==> config.mk <==
export PLATFORM = sky130hd
export DESIGN_NAME = apb_req_arbiter_flat
export DESIGN_NICKNAME = d
export VERILOG_FILES = /design/src/rtl/apb_pkg.sv /design/src/rtl/apb_req_arbiter_if.sv /design/src/rtl/rr_arbiter.sv /design/src/rtl/apb_req_arbiter.sv /design/src/flat_wrapper.sv
export SDC_FILE = /design/constraint.sdc
export NUM_CORES = 1
export LEC_CHECK = 0
export CAP_MARGIN = 15
export CORE_MARGIN = 2
export CORE_UTILIZATION = 30
export DETAILED_ROUTE_END_ITERATION = 7
export PLACE_DENSITY = 0.77
export SYNTH_ARGS = -nofsm -noshare
export SYNTH_HDL_FRONTEND = slang
export SYNTH_SLANG_ARGS = --single-unit
==> constraint.sdc <==
create_clock -name clk -period 5.8 [get_ports clk]
set_clock_uncertainty 0.2 [all_clocks]
set_input_delay 1.16 -clock clk [delete_from_list [all_inputs] [get_ports clk]]
set_output_delay 1.16 -clock clk [all_outputs]
set_load 0.005 [all_outputs]
==> src/rtl/apb_pkg.sv <==
// Shared APB definitions: FSM state encoding, transfer record and default widths.
// Latency: n/a (types and constants only).
// Backpressure: n/a.
package apb_pkg;

  // Default geometry shared with the APB slave blocks on the same fabric.
  localparam int APB_NUM_REQ   = 4;
  localparam int APB_ADDRWIDTH = 8;
  localparam int APB_DATAWIDTH = 16;
  localparam int APB_TIMEOUT   = 15;

  typedef enum logic [1:0] {
    IDLE   = 2'd0,
    SETUP  = 2'd1,
    ACCESS = 2'd2
  } apb_state_t;

  // One APB transfer at the default fabric widths.
  typedef struct packed {
    logic [APB_ADDRWIDTH-1:0] addr;
    logic [APB_DATAWIDTH-1:0] wdata;
    logic                     write;
  } apb_xfer_t;

  // Round-robin successor of idx in a ring of n requesters.
  function automatic int rr_next(input int idx, input int n);
    return (idx + 1 >= n) ? 0 : idx + 1;
  endfunction

endpackage

==> src/rtl/apb_req_arbiter_if.sv <==
// Bundle of the requester-side and APB-side signals of the shared APB master.
// Latency: n/a (wiring only).
// Backpressure: req_valid is held by a requester until its req_ready pulse.
// Ports (master = arbiter side):
//   req_valid/req_write/req_addr/req_wdata -> arbiter, req_ready <- arbiter
//   rsp_valid/rsp_rdata/rsp_err <- arbiter
//   psel/penable/pwrite/paddr/pwdata <- arbiter, prdata/pready/pslverr -> arbiter
interface apb_req_arbiter_if
  import apb_pkg::*;
#(
  parameter int NUM_REQ   = APB_NUM_REQ,
  parameter int DATAWIDTH = APB_DATAWIDTH,
  parameter int ADDRWIDTH = APB_ADDRWIDTH
);

  logic [NUM_REQ-1:0]           req_valid;
  logic [NUM_REQ-1:0]           req_write;
  logic [NUM_REQ*ADDRWIDTH-1:0] req_addr;
  logic [NUM_REQ*DATAWIDTH-1:0] req_wdata;
  logic [NUM_REQ-1:0]           req_ready;

  logic [NUM_REQ-1:0]           rsp_valid;
  logic [DATAWIDTH-1:0]         rsp_rdata;
  logic                         rsp_err;

  logic                         psel;
  logic                         penable;
  logic                         pwrite;
  logic [ADDRWIDTH-1:0]         paddr;
  logic [DATAWIDTH-1:0]         pwdata;
  logic [DATAWIDTH-1:0]         prdata;
  logic                         pready;
  logic                         pslverr;

  modport master (
    input  req_valid, req_write, req_addr, req_wdata,
    output req_ready,
    output rsp_valid, rsp_rdata, rsp_err,
    output psel, penable, pwrite, paddr, pwdata,
    input  prdata, pready, pslverr
  );

  modport slave (
    output req_valid, req_write, req_addr, req_wdata,
    input  req_ready,
    input  rsp_valid, rsp_rdata, rsp_err,
    input  psel, penable, pwrite, paddr, pwdata,
    output prdata, pready, pslverr
  );

endinterface

==> src/rtl/rr_arbiter.sv <==
// Round-robin pick: first asserted req at or after rr_ptr, wrapping modulo NUM_REQ.
// Latency: purely combinational.
// Backpressure: grant is forced to zero while en=0; winner is still computed.
// Ports: req (request vector), rr_ptr (search start), en (arbitration allowed),
//        grant (one-hot), winner (index of the chosen requester).
module rr_arbiter #(
  parameter  int NUM_REQ = 4,
  localparam int PTR_W   = $clog2(NUM_REQ)
) (
  input  logic [NUM_REQ-1:0] req,
  input  logic [PTR_W-1:0]   rr_ptr,
  input  logic               en,
  output logic [NUM_REQ-1:0] grant,
  output logic [PTR_W-1:0]   winner
);

  logic             found;
  logic [PTR_W:0]   cand;

  always_comb begin
    grant  = '0;
    winner = '0;
    found  = 1'b0;
    cand   = '0;
    for (int k = 0; k < NUM_REQ; k++) begin
      // One extra bit so rr_ptr + k never overflows before the wrap.
      cand = {1'b0, rr_ptr} + (PTR_W+1)'(k);
      if (cand >= (PTR_W+1)'(NUM_REQ)) begin
        cand = cand - (PTR_W+1)'(NUM_REQ);
      end
      if (!found && req[cand[PTR_W-1:0]]) begin
        found  = 1'b1;
        winner = cand[PTR_W-1:0];
      end
    end
    if (en && found) begin
      grant[winner] = 1'b1;
    end
  end

endmodule

==> src/rtl/apb_req_arbiter.sv <==
// Shares one APB bus among NUM_REQ requesters with round-robin arbitration,
// wait-state/timeout handling and per-requester responses.
// Latency: grant->rsp_valid = 3 cycles + wait states; TIMEOUT+3 on timeout.
// Backpressure: one transfer outstanding; requests wait (req_valid held) until req_ready.
// Ports: clk, rst_n (async active-low), bus (apb_req_arbiter_if.master: requester
//        request/grant, response, and APB master signals).
module apb_req_arbiter
  import apb_pkg::*;
#(
  parameter  int NUM_REQ   = APB_NUM_REQ,
  parameter  int DATAWIDTH = APB_DATAWIDTH,
  parameter  int ADDRWIDTH = APB_ADDRWIDTH,
  parameter  int TIMEOUT   = APB_TIMEOUT,
  localparam int PTR_W     = $clog2(NUM_REQ),
  localparam int CNT_W     = $clog2(TIMEOUT + 1)
) (
  input  logic              clk,
  input  logic              rst_n,
  apb_req_arbiter_if.master bus
);

  typedef struct packed {
    logic [ADDRWIDTH-1:0] addr;
    logic [DATAWIDTH-1:0] wdata;
    logic                 write;
  } xfer_t;

  apb_state_t           state_q, state_d;
  logic [PTR_W-1:0]     rr_ptr_q;
  logic [PTR_W-1:0]     owner_q;
  logic [CNT_W-1:0]     cnt_q;
  xfer_t                xfer_q;

  logic [NUM_REQ-1:0]   grant;
  logic [PTR_W-1:0]     winner;
  logic                 any_grant;
  logic                 arb_en;
  logic                 at_limit;
  logic                 timed_out;
  logic                 complete;
  logic [ADDRWIDTH-1:0] addr_sel;
  logic [DATAWIDTH-1:0] wdata_sel;
  logic                 write_sel;
  logic [NUM_REQ-1:0]   owner_onehot;

  logic [NUM_REQ-1:0]   rsp_valid_q;
  logic [DATAWIDTH-1:0] rsp_rdata_q;
  logic                 rsp_err_q;

  // pready wins over the timeout if both land on the same cycle.
  assign at_limit  = (cnt_q == CNT_W'(TIMEOUT));
  assign timed_out = (state_q == ACCESS) && !bus.pready && at_limit;
  assign complete  = (state_q == ACCESS) && (bus.pready || at_limit);

  // Arbitrate when idle, or on the completing ACCESS cycle so that a
  // waiting requester goes straight to SETUP with no idle gap.
  // rst_n gates the grant so req_ready stays low throughout reset.
  assign arb_en    = rst_n && ((state_q == IDLE) || complete);
  assign any_grant = |grant;

  rr_arbiter #(.NUM_REQ(NUM_REQ)) u_rr_arbiter (
    .req    (bus.req_valid),
    .rr_ptr (rr_ptr_q),
    .en     (arb_en),
    .grant  (grant),
    .winner (winner)
  );

  assign bus.req_ready = grant;

  // Select the winner's transfer fields out of the packed request buses.
  always_comb begin
    addr_sel  = '0;
    wdata_sel = '0;
    write_sel = 1'b0;
    for (int i = 0; i < NUM_REQ; i++) begin
      if (winner == PTR_W'(i)) begin
        addr_sel  = bus.req_addr[i*ADDRWIDTH +: ADDRWIDTH];
        wdata_sel = bus.req_wdata[i*DATAWIDTH +: DATAWIDTH];
        write_sel = bus.req_write[i];
      end
    end
  end

  always_comb begin
    owner_onehot          = '0;
    owner_onehot[owner_q] = 1'b1;
  end

  // Next-state logic.
  always_comb begin
    state_d = state_q;
    unique case (state_q)
      IDLE:    if (any_grant) state_d = SETUP;
      SETUP:   state_d = ACCESS;
      ACCESS:  if (complete) state_d = any_grant ? SETUP : IDLE;
      default: state_d = IDLE;
    endcase
  end

  // State, round-robin pointer and transfer latch.
  always_ff @(posedge clk or negedge rst_n) begin
    if (!rst_n) begin
      state_q  <= IDLE;
      rr_ptr_q <= '0;
      owner_q  <= '0;
      xfer_q   <= '0;
    end else begin
      state_q <= state_d;
      if (any_grant) begin
        xfer_q.addr  <= addr_sel;
        xfer_q.wdata <= wdata_sel;
        xfer_q.write <= write_sel;
        owner_q      <= winner;
        rr_ptr_q     <= PTR_W'(rr_next(int'(winner), NUM_REQ));
      end
    end
  end

  // ACCESS wait counter: cleared in SETUP, saturates at TIMEOUT.
  always_ff @(posedge clk or negedge rst_n) begin
    if (!rst_n) begin
      cnt_q <= '0;
    end else if (state_q == SETUP) begin
      cnt_q <= '0;
    end else if ((state_q == ACCESS) && !bus.pready && !at_limit) begin
      cnt_q <= cnt_q + 1'b1;
    end
  end

  // Response registers: one-cycle rsp_valid pulse to the owner.
  always_ff @(posedge clk or negedge rst_n) begin
    if (!rst_n) begin
      rsp_valid_q <= '0;
      rsp_rdata_q <= '0;
      rsp_err_q   <= 1'b0;
    end else begin
      rsp_valid_q <= complete ? owner_onehot : '0;
      if (complete) begin
        rsp_rdata_q <= (timed_out || xfer_q.write) ? '0 : bus.prdata;
        rsp_err_q   <= timed_out ? 1'b1 : bus.pslverr;
      end
    end
  end

  assign bus.psel      = (state_q != IDLE);
  assign bus.penable   = (state_q == ACCESS);
  assign bus.pwrite    = xfer_q.write;
  assign bus.paddr     = xfer_q.addr;
  assign bus.pwdata    = xfer_q.wdata;
  assign bus.rsp_valid = rsp_valid_q;
  assign bus.rsp_rdata = rsp_rdata_q;
  assign bus.rsp_err   = rsp_err_q;

endmodule

==> src/flat_wrapper.sv <==
// flat-port wrapper written by rule: the top's interface ports become plain ports
module apb_req_arbiter_flat import apb_pkg::*;
#(
  parameter  int NUM_REQ   = APB_NUM_REQ,
  parameter  int DATAWIDTH = APB_DATAWIDTH,
  parameter  int ADDRWIDTH = APB_ADDRWIDTH,
  parameter  int TIMEOUT   = APB_TIMEOUT,
  localparam int PTR_W     = $clog2(NUM_REQ),
  localparam int CNT_W     = $clog2(TIMEOUT + 1)
)
  (clk, rst_n, bus_req_valid, bus_req_write, bus_req_addr, bus_req_wdata, bus_req_ready, bus_rsp_valid, bus_rsp_rdata, bus_rsp_err, bus_psel, bus_penable, bus_pwrite, bus_paddr, bus_pwdata, bus_prdata, bus_pready, bus_pslverr);
  apb_req_arbiter_if #(.NUM_REQ(NUM_REQ), .DATAWIDTH(DATAWIDTH), .ADDRWIDTH(ADDRWIDTH)) bus_i ();
  input  logic clk;
  input  logic rst_n;
  input wire logic [$bits(bus_i.req_valid)-1:0] bus_req_valid;
  input wire logic [$bits(bus_i.req_write)-1:0] bus_req_write;
  input wire logic [$bits(bus_i.req_addr)-1:0] bus_req_addr;
  input wire logic [$bits(bus_i.req_wdata)-1:0] bus_req_wdata;
  output wire logic [$bits(bus_i.req_ready)-1:0] bus_req_ready;
  output wire logic [$bits(bus_i.rsp_valid)-1:0] bus_rsp_valid;
  output wire logic [$bits(bus_i.rsp_rdata)-1:0] bus_rsp_rdata;
  output wire logic [$bits(bus_i.rsp_err)-1:0] bus_rsp_err;
  output wire logic [$bits(bus_i.psel)-1:0] bus_psel;
  output wire logic [$bits(bus_i.penable)-1:0] bus_penable;
  output wire logic [$bits(bus_i.pwrite)-1:0] bus_pwrite;
  output wire logic [$bits(bus_i.paddr)-1:0] bus_paddr;
  output wire logic [$bits(bus_i.pwdata)-1:0] bus_pwdata;
  input wire logic [$bits(bus_i.prdata)-1:0] bus_prdata;
  input wire logic [$bits(bus_i.pready)-1:0] bus_pready;
  input wire logic [$bits(bus_i.pslverr)-1:0] bus_pslverr;
  assign bus_i.req_valid = bus_req_valid;
  assign bus_i.req_write = bus_req_write;
  assign bus_i.req_addr = bus_req_addr;
  assign bus_i.req_wdata = bus_req_wdata;
  assign bus_req_ready = bus_i.req_ready;
  assign bus_rsp_valid = bus_i.rsp_valid;
  assign bus_rsp_rdata = bus_i.rsp_rdata;
  assign bus_rsp_err = bus_i.rsp_err;
  assign bus_psel = bus_i.psel;
  assign bus_penable = bus_i.penable;
  assign bus_pwrite = bus_i.pwrite;
  assign bus_paddr = bus_i.paddr;
  assign bus_pwdata = bus_i.pwdata;
  assign bus_i.prdata = bus_prdata;
  assign bus_i.pready = bus_pready;
  assign bus_i.pslverr = bus_pslverr;
  apb_req_arbiter #(.NUM_REQ(NUM_REQ), .DATAWIDTH(DATAWIDTH), .ADDRWIDTH(ADDRWIDTH), .TIMEOUT(TIMEOUT)) u_core (.clk(clk), .rst_n(rst_n), .bus(bus_i));
endmodule
* Word level (Yosys, flattened, before mapping) *
Index checks and enable logic that the tools add are counted.

word-level totals
  memory bits (read-only) = 0
  bits in writable memories = 0
  logic and storage cells = 112
  memories kept = 0
  bits of input ports = 124
  register bits after elaboration = 56
  output and inout bits = 52
  bits in latches = 0

operators by class
  multiply operators = 0
  shift operators = 0
  bitwise logic cells = 0
  muxes and demuxes = 47
  order comparisons = 13
  divide/modulo/power cells = 0
  $add $sub $neg = 9
  eq/ne operators = 8
  reductions and logical operators = 25

operators by type and width
  cell                   number
  $mux W16               5
  $mux W8                4
  $mux W2                11
  $lt A2 B3 Y1 const B   6
  $mux W1                16
  $mux W4                4
  $ge A3 B3 Y1 const B   4
  $logic_and A1 B1 Y1    11
  $bmux W1 S2            4
  $sub A2 B1 Y2 const B  4
  $add A2 B1 Y3 const B  2
  $add A2 B2 Y3 const B  2
  $eq A2 B2 Y1 const B   3
  $pmux W2 S3            1
  $logic_not A1 Y1       5
  $add A4 B1 Y4 const B  1
  $demux W1 S2           2
  $eq A2 B1 Y1 const B   2
  $eq A4 B4 Y1 const B   1
  $ge A2 B1 Y1 const B   2
  $logic_not A2 Y1       2
  $ne A2 B1 Y1 const B   2
  $reduce_bool A2 Y1     2
  $reduce_or A4 Y1       1
  other kinds (3)        5

* Depth between registers and ports, before layout *
Gate-level depths: netlist of run 1.

  depth after elaboration = 23
  depth in mapped cells = 12
  depth with buffers taken out = 9

* Hierarchy *
Synthesis of run 1 repeated with hierarchy kept, for this count alone.

unflattened totals
  cells, all modules = 341
  area, all modules = 3153.0 µm²

by module, submodules not included
  module           times used  seq. area each (µm²)  cells an instance  area an instance (µm²)
  apb_req_arbiter  1           1401.3                322                3017.9
  rr_arbiter       1           0.0                   19                 135.1

* Worst setup path after synthesis of run 1 *
OpenSTA, ideal clock, no wires.

  kind = in2out
  start = input port bus_req_valid[0]
  end = output port bus_req_ready[1]
  cell stages on the path = 7
  slack = 1869 ps
  arrival = 2571 ps
  data required time = 4440 ps
  buffers on the path = 2
  path through = a21oi_1 > o21a_1 > o22ai_1 > ha_1 > clkbuf_1 > clkbuf_1 > and2_1

on the way
  cells in the longest elaborated chain, start to end = 17
  elaborated cells on any way between the ends = 29
  classes of those cells = 2 x order compare; 19 x mux; 8 x reduce/logical

ends and longest elaborated chain
  what                                                                       line                source
  from (decl)                                                                flat_wrapper.sv:15  input wire logic [$bits(bus_i.req_valid)-1:0] bus_req_valid;
  $bmux W1 S2                                                                rr_arbiter.sv:31    if (!found && req[cand[PTR_W-1:0]]) begin
  $mux W1 (implied by the code)                                              rr_arbiter.sv:31
  $mux W1                                                                    rr_arbiter.sv:31
  $logic_not A1 Y1                                                           rr_arbiter.sv:31
  $logic_and A1 B1 Y1                                                        rr_arbiter.sv:31
  $mux W1                                                                    rr_arbiter.sv:31
  $logic_not A1 Y1                                                           rr_arbiter.sv:31
  $logic_and A1 B1 Y1                                                        rr_arbiter.sv:31
  $mux W1                                                                    rr_arbiter.sv:31
  $logic_not A1 Y1                                                           rr_arbiter.sv:31
  $logic_and A1 B1 Y1                                                        rr_arbiter.sv:31
  $mux W2                                                                    rr_arbiter.sv:31
  $lt A2 B3 Y1 (implied by the code) / $ge A2 B1 Y1 (equally long branches)  rr_arbiter.sv:37    grant[winner] = 1'b1;
  $logic_and A1 B1 Y1 (implied by the code)                                  rr_arbiter.sv:37
  $mux W1 (implied by the code)                                              rr_arbiter.sv:37
  $demux W1 S2                                                               rr_arbiter.sv:37
  $mux W4 (*)                                                                rr_arbiter.sv:36    if (en && found) begin
  to (decl)                                                                  flat_wrapper.sv:19  output wire logic [$bits(bus_i.req_ready)-1:0] bus_req_ready;

Mark *: on every way between the ends. The rest lies on a longest branch, timed or not. The select of a mux whose other input is x is not followed.

* Worst setup path in the final report of run 1 *
  start = input port bus_req_valid[0]
  end = output port bus_req_ready[2]

on the way
  cells in the longest elaborated chain, start to end = 17
  elaborated cells on any way between the ends = 29
  classes of those cells = 2 x order compare; 19 x mux; 8 x reduce/logical

ends and longest elaborated chain
  what                                                                       line              source
  $bmux W1 S2                                                                rr_arbiter.sv:31
  $mux W1 (implied by the code)                                              rr_arbiter.sv:31
  $mux W1                                                                    rr_arbiter.sv:31
  $logic_not A1 Y1                                                           rr_arbiter.sv:31
  $logic_and A1 B1 Y1                                                        rr_arbiter.sv:31
  $mux W1                                                                    rr_arbiter.sv:31
  $logic_not A1 Y1                                                           rr_arbiter.sv:31
  $logic_and A1 B1 Y1                                                        rr_arbiter.sv:31
  [... 2 more ...]                                                           --
  $logic_and A1 B1 Y1                                                        rr_arbiter.sv:31
  $mux W2 (*)                                                                rr_arbiter.sv:31
  net u_core.u_rr_arbiter.winner[1]                                          rr_arbiter.sv:14  output logic [PTR_W-1:0] winner
  $lt A2 B3 Y1 (implied by the code) / $ge A2 B1 Y1 (equally long branches)  rr_arbiter.sv:37
  $logic_and A1 B1 Y1 (implied by the code)                                  rr_arbiter.sv:37
  $mux W1 (implied by the code)                                              rr_arbiter.sv:37
  $demux W1 S2 (*)                                                           rr_arbiter.sv:37
  $mux W4 (*)                                                                rr_arbiter.sv:36

Mark *: on every way through the listed nets, which the timed path passes. The rest lies on a longest branch. The select of a mux whose other input is x is not followed.

==> out/qor.yml, run 1 <==
power:
  ir_worst_vdd_mv: 0.145
  pwr-share-seq: 0.316
  p_int_w: 0.00129
  pwr-share-clk: 0.126
  p_leak_nw: 2.09
  power_frac_comb: 0.558
  p_per_area_mw_per_mm2: 412
  p_switching_w: 0.000749
  p_sw_frac: 0.367
worst_setup_path:
  cp.arrival_ps: 3290
  crit_fanout: 5
  cp_cell_sequence: "clkdlybuf4s50_1 > a21oi_1 > o21a_1 > o22ai_1 > inv_1 > ha_2 > and2_1 > clkdlybuf4s50_1"
  rr_startpoint: "u_core.rr_ptr_q[1]"
  ff2ff_path_depth: 9
  criticalPathCategory: "in -> out"
  crit_buf_inv: 3
  r2r_setup_slack_ps: 2590
  end_kind: "output port"
  cp_slowest_cell: "clkdlybuf4s50_1"
  cp-start-kind: "primary input"
  critPathRequiredTime_ps: 4440
  r2r-end: "u_core.rr_ptr_q[0]"
  worst_path_most_repeated_cell: "clkdlybuf4s50_1"
  slowest_delay_ps: 540
  crit_family: "buffers and inverters"
timing:
  tightest_slew_ps: 789
  final.min_clock_period_ps: 4650
  finalMaxSlewViolations: 0
  setup_viol_count_final: 0
  slew_headroom: 0.474
  max_freq_ghz: 0.215
  finalCritPeriodShare: 0.802
  fin_ws_ps: 1150
  tns_ps: 0
  hold_viol: 0
  rsz0062_at_grt: "no"
hold_path:
  hold_depth: 1
  min_path_type: "reg -> reg"
  min_to: "u_core.bus.rsp_valid[0]"
  hp-start: "u_core.owner_q[1]"
placement:
  portBuffers: 175
  place_ws_ps: 1130
  dp_hpwl_um: 6970
  place.gp.congestion: 0.757
finish:
  finish.net_count: 608
  drive_gt1_frac: 0.0542
  fillers: 915
  area_growth_pct: 65.3
  n_antenna_cell: 0
yosys:
  synth_nets: 446
  synth_seq_cells: 56
  synth_flop_cell: "dfrtp_1"
  netlist_area_mm2: 0.00300
  synth-async-reset-ratio: 1.00
  synth_edf_count: 0
  yosys_warnings: 0
  synthDistinctLibCells: 38
  ys_seq_area_frac: 0.467
  avgSynthCellArea_um2: 9.46
  syn_inst: 317
drt:
  ant_nets: 0
  drc: 0
  drtIter0Drc: 123
  finalWirelength_um: 9120
  drt-pass1-iter-count: 4
  highest_layer: "met4"
  drt-met1-wl_um: 3600
  wl_per_cell_um: 14.9
  wl_met3_um: 881
  avgViaCountPerCell: 5.01
  vias: 3071
  dr_wl_met2_um: 4530
cts:
  post_cts.repair.setup_buffers: 0
  cts_max_level: 2
  path_clk_slew_ps: 100
  holdBufCountCts: 0
  clockBufferDepth: 2
  post_cts_resized: 0
  cts_root_buffer: "clkbuf_8"
  clock_latency_ps: 310
  cts_inserted_buffers: 5
  numClockSinks: 56
  cts_tree: "built"
die:
  start_util: 0.308
  die-area_mm2: 0.0108
  die_h_um: 104
  ios: 176
  die_w_um: 104
  rows: 36
  core_area_mm2: 0.00973
global_routing:
  grt_overflow: 0
  grt_usage: 0.170
  grt_first_pass_wirelength_um: 15100
  antenna_found_initial: 0
  grt_max_degree: 57
  grt_pass1_vias: 3104
outcome:
  status: "finished clean"
job:
  cap_violations: 0
## flip-flops by register name, summed over array words and instances, names as in the netlist
register / flops
u_core.bus.rsp_valid: 4
u_core.bus.pwrite: 1
u_core.cnt_q: 4
u_core.bus.paddr: 8
u_core.bus.rsp_rdata: 16
u_core.owner_q: 2
u_core.bus.pwdata: 16
u_core.bus.rsp_err: 1
u_core.rr_ptr_q: 2
u_core.state_q: 2
## cell usage after synthesis, drive strengths merged (2+ instances only)
| cell | instances | share of area |
|---|---|---|
| dfrtp | 56 | 0.47 |
| nand3 | 4 | 0.0067 |
| nand2 | 7 | 0.0088 |
| a22o | 16 | 0.047 |
| a221o | 24 | 0.080 |
| a22oi | 25 | 0.063 |
| a21oi | 55 | 0.096 |
| buf | 8 | 0.018 |
| nor2 | 30 | 0.038 |
| nor4 | 2 | 0.0042 |
| and2 | 4 | 0.0083 |
| o21ai | 2 | 0.0033 |
| inv | 32 | 0.040 |
| a31oi | 2 | 0.0063 |
| ha | 5 | 0.021 |
| nor3 | 5 | 0.0083 |
| nand2b | 4 | 0.0083 |
| clkbuf | 19 | 0.024 |
| mux2i | 3 | 0.010 |
## metal layers
layer  track usage  vias up
li1              -     1482
met3        0.0545       10
met5             0        -
met4        0.0347        0
met1         0.196     1427
met2         0.310      152
## worst reg2reg max path, stage by stage (launching register included)
cell and delay (ps):
dfrtp_1 460, mux2i_1 150, o221ai_1 440, ha_2 290, buf_4 410, nor4_1 220, a2111oi_4 240, buf_4 440
nor2_1 80, a31o_1 190
## cell usage in the layout (no fill, tap or decap), drive strengths merged
master         instances
clkdlybuf4s50        174
dfrtp                 56
a21oi                 55
inv                   32
nor2                  30
a22oi                 25
a221o                 24
a22o                  16
buf                    8
nand2                  7
nor3                   5
clkbuf                 5
ha                     5
nand2b                 4
and2                   4
nand3                  4
mux2i                  3
nor4                   2
o21ai                  2
a31oi                  2
and2b                  1
o21a                   1
o22ai                  1
a21o                   1
o221ai                 1
or2                    1
a211oi                 1
a2111oi                1
nor2b                  1
a31o                   1
o211ai                 1
o31ai                  1
nor4bb                 1
a221oi                 1
clkinvlp               1
clkinv                 1
bufinv                 1
## power by group through the flow
stage               clock network [W]  registers, W  logic, W
finish                       0.000258      0.000644   0.00114
global route                 0.000279      0.000667   0.00126
CTS                          0.000266      0.000647   0.00116
detailed placement                  0      0.000655   0.00115
global placement                    0      0.000644   0.00113
floorplan                           0      0.000652  0.000631
## cells by family (layout without fill, tap and decap cells)
| family | after synthesis | after routing | synth area share |
|---|---|---|---|
| AO/OA/AOI/OAI | 134 | 134 | 0.327 |
| adder cells (fa/ha/maj) | 5 | 5 | 0.0209 |
| buffers and inverters | 59 | 222 | 0.0818 |
| flip-flops | 56 | 56 | 0.467 |
| multiplexers | 3 | 3 | 0.0100 |
| AND/OR/NAND/NOR | 60 | 60 | 0.0930 |
## how the worst max path moves through the flow
stage,cells past startpoint,to,slack [ps],from
after CTS,8,bus_req_ready[2],1140,bus_req_valid[0]
after global routing,8,bus_req_ready[3],1040,bus_req_valid[0]
after global placement,8,bus_req_ready[3],1170,bus_req_valid[0]
after detailed placement,8,bus_req_ready[2],1130,bus_req_valid[0]
final,8,bus_req_ready[2],1150,bus_req_valid[0]
after floorplan,7,bus_req_ready[1],1870,bus_req_valid[0]
## area by class of cell
| type | instances | area, um2 | share of cell area |
|---|---|---|---|
| flip-flops and latches | 56 | 1400 | 0.283 |
| clock inverters | 3 | 42.5 | 0.00858 |
| multi-input cells | 202 | 1360 | 0.274 |
| clock buffers | 5 | 68.8 | 0.0139 |
| inverters | 32 | 120 | 0.0242 |
| well taps | 133 | 166 | 0.0336 |
| repair buffers | 182 | 1800 | 0.363 |
## through the flow
stage	total power, W	std cells	hold WS (ps)	util	area [um2]
floorplan	0.00128	317	232	-	3000
global placement	0.00178	605	243	0.498	4850
detailed placement	0.00181	605	250	0.498	4850
CTS	0.00207	613	266	0.510	4960
global route	0.00221	613	282	0.510	4960
finish	0.00204	613	269	0.510	4960
Note: power is estimated with default switching activity, not from simulation.
==> run 2: changes to the inputs <==
PLACE_DENSITY = 0.8   (was 0.77)
clock period = 4.25 ns   (was 5.8 ns; I/O delays follow)
==> run 2 against run 1 <==
Die area is the same. Non-clock buffer count grew 2. Sequential power grew 37%. Combinational power is 41% higher. Via count is 0.29% higher. Critical path depth decreased by 1. Largest power group unchanged.
==> out/qor.yml, run 2 (synthesized netlist as in run 1, its figures left out) <==
worst_setup_path:
  cp-start-kind: "primary input"  # unchanged
  worst_path_most_repeated_cell: "clkdlybuf4s50_1"  # unchanged
  criticalPathCategory: "in -> out"  # unchanged
  crit_buf_inv: 2  # was 3
  end_kind: "output port"  # unchanged
  cp.arrival_ps: 3030  # was 3290 ps
  crit_family: "buffers and inverters"  # unchanged
  cp_cell_sequence: "clkdlybuf4s50_1 > a21oi_1 > o21a_1 > o22ai_1 > ha_1 > and2_1 > clkdlybuf4s50_1"  # was clkdlybuf4s50_1 > a21oi_1 > o21a_1 > o22ai_1 > inv_1 > ha_2 > and2_1 > clkdlybuf4s50_1
  cp_slowest_cell: "clkdlybuf4s50_1"  # unchanged
  critPathRequiredTime_ps: 3200  # was 4440 ps
  slowest_delay_ps: 540  # about the same
  crit_fanout: 5  # unchanged
timing:
  rsz0062_at_grt: "no"  # unchanged
  hold_viol: 0  # unchanged
  setup_viol_count_final: 0  # unchanged
  max_freq_ghz: 0.245
  tightest_slew_ps: 1100  # was 789 ps
  finalCritPeriodShare: 0.961
  tns_ps: 0  # unchanged
  finalMaxSlewViolations: 0  # unchanged
  slew_headroom: 0.266  # was 0.474
  final.min_clock_period_ps: 4080
power:
  p_int_w: 0.00179  # was 0.00129 W
  pwr-share-clk: 0.123  # was 0.126
  p_sw_frac: 0.370  # was 0.367
  p_switching_w: 0.00105  # was 0.000749 W
  ir_worst_vdd_mv: 0.237  # was 0.145 mV
  power_frac_comb: 0.566  # was 0.558
  power_w: 0.00284  # was 0.00204 W
  p_per_area_mw_per_mm2: 569  # was 412 mW/mm2
  pwr-share-seq: 0.310  # was 0.316
  p_leak_nw: 2.11  # was 2.09 nW
drt:
  drt-pass1-iter-count: 5  # was 4
  drtIter0Drc: 152  # was 123
  avgViaCountPerCell: 5.01  # about the same
  wl_per_cell_um: 15.3  # was 14.9 um
  vias: 3080  # was 3071
  ant_nets: 0  # unchanged
  finalWirelength_um: 9390  # was 9120 um
  drc: 0  # unchanged
cts:
  holdBufCountCts: 0  # unchanged
  cts_max_level: 2  # unchanged
  post_cts_resized: 0  # unchanged
  clock_latency_ps: 310  # about the same
  cts_tree: "built"  # unchanged
  path_clk_slew_ps: 100  # about the same
  cts_inserted_buffers: 5  # unchanged
  clockBufferDepth: 2  # unchanged
  post_cts.repair.setup_buffers: 0  # unchanged
  cts_root_buffer: "clkbuf_8"  # unchanged
  numClockSinks: 56  # unchanged
finish:
  layout_common_cells: "clkdlybuf4s50_1 (174), dfrtp_1 (56), a21oi_1 (52)"  # unchanged
  final_common_cell: "clkdlybuf4s50_1"  # unchanged
  n_antenna_cell: 0  # unchanged
  finish.utilization: 0.513  # was 0.510
  fin_area_mm2: 0.00499  # was 0.00496 mm2
  fin_cells: 615  # was 613
  drive_gt1_frac: 0.0581  # was 0.0542
  area_growth_pct: 66.4  # was 65.3%
  finish.net_count: 610  # was 608
outcome:
  status: "finished clean"  # unchanged
global_routing:
  grt_usage: 0.170  # about the same
  grt_overflow: 0  # unchanged
  grt_pass1_vias: 3081  # was 3104
  grt_first_pass_wirelength_um: 15000  # was 15100 um
  antenna_found_initial: 0  # unchanged
  grt_max_degree: 57  # unchanged
hold_path:
  min_path_type: "reg -> reg"  # unchanged
placement:
  dp_hpwl_um: 7150  # was 6970 um
  post_dp_cell_area_mm2: 0.00487  # was 0.00485 mm2
  place.gp.congestion: 0.766  # was 0.757
  dp_cells: 606  # was 605
  portBuffers: 175  # unchanged
die:
  core_area_mm2: 0.00973  # unchanged
  die_w_um: 104  # unchanged
  start_util: 0.308  # unchanged
  die_h_um: 104  # unchanged
  rows: 36  # unchanged
  ios: 176  # unchanged
  die-area_mm2: 0.0108  # unchanged
job:
  cap_violations: 0  # unchanged
run 2: changes by cell type in the layout (fill, tap and decap cells not counted), sizes merged:
| cell | change |
|---|---|
| buf | +2 |
run 2: layer usage:
layer | vias up | part of all wire | GRT usage
met5 | - | 0 | 0
met4 | 0 | 0.012 | 0.0405
met3 | 10 | 0.085 | 0.0558
met2 | 149 | 0.49 | 0.299
met1 | 1433 | 0.41 | 0.200
li1 | 1488 | - | -
run 2: per-stage QoR:
step,worst slack [ps],hold slack [ps]
2_1_floorplan,939,232
3_3_place_gp,209,250
3_5_place_dp,101,252
4_1_cts,124,266
5_1_grt,18.1,282
6_report,166,263
run 2: power by group through the flow:
stage / Sequential [W] / Clock [W] / Combinational [W]
floorplan: 0.000890 / 0 / 0.000862
global placement: 0.000882 / 0 / 0.00157
detailed placement: 0.000892 / 0 / 0.00161
CTS: 0.000883 / 0.000361 / 0.00162
global route: 0.000910 / 0.000380 / 0.00176
finish: 0.000881 / 0.000350 / 0.00161
run 2: final cells by class:
type / count / area, um2
fillers: 903 / 4740
repair buffers: 184 / 1830
flip-flops and latches: 56 / 1400
multi-input cells: 202 / 1360
well taps: 133 / 166
inverters: 32 / 120
clock buffers: 5 / 68.8
clock inverters: 3 / 42.5
run 2: final timing paths:
check                                        start                  endpoint  slack, ps  cells after the start
worst max-delay path              bus_req_valid[0]          bus_req_ready[1]        170                      7
worst min-delay path             u_core.owner_q[1]   u_core.bus.rsp_valid[1]        260                      1
worst max register to register  u_core.rr_ptr_q[1]     u_core.bus.pwdata[12]       1110                      8
worst min register to register   u_core.owner_q[1]   u_core.bus.rsp_valid[1]        260                      1
max in group asynchronous                    rst_n  u_core.bus.rsp_rdata[10]       2900                      2
min in group asynchronous                    rst_n   u_core.bus.rsp_rdata[0]        480                      2
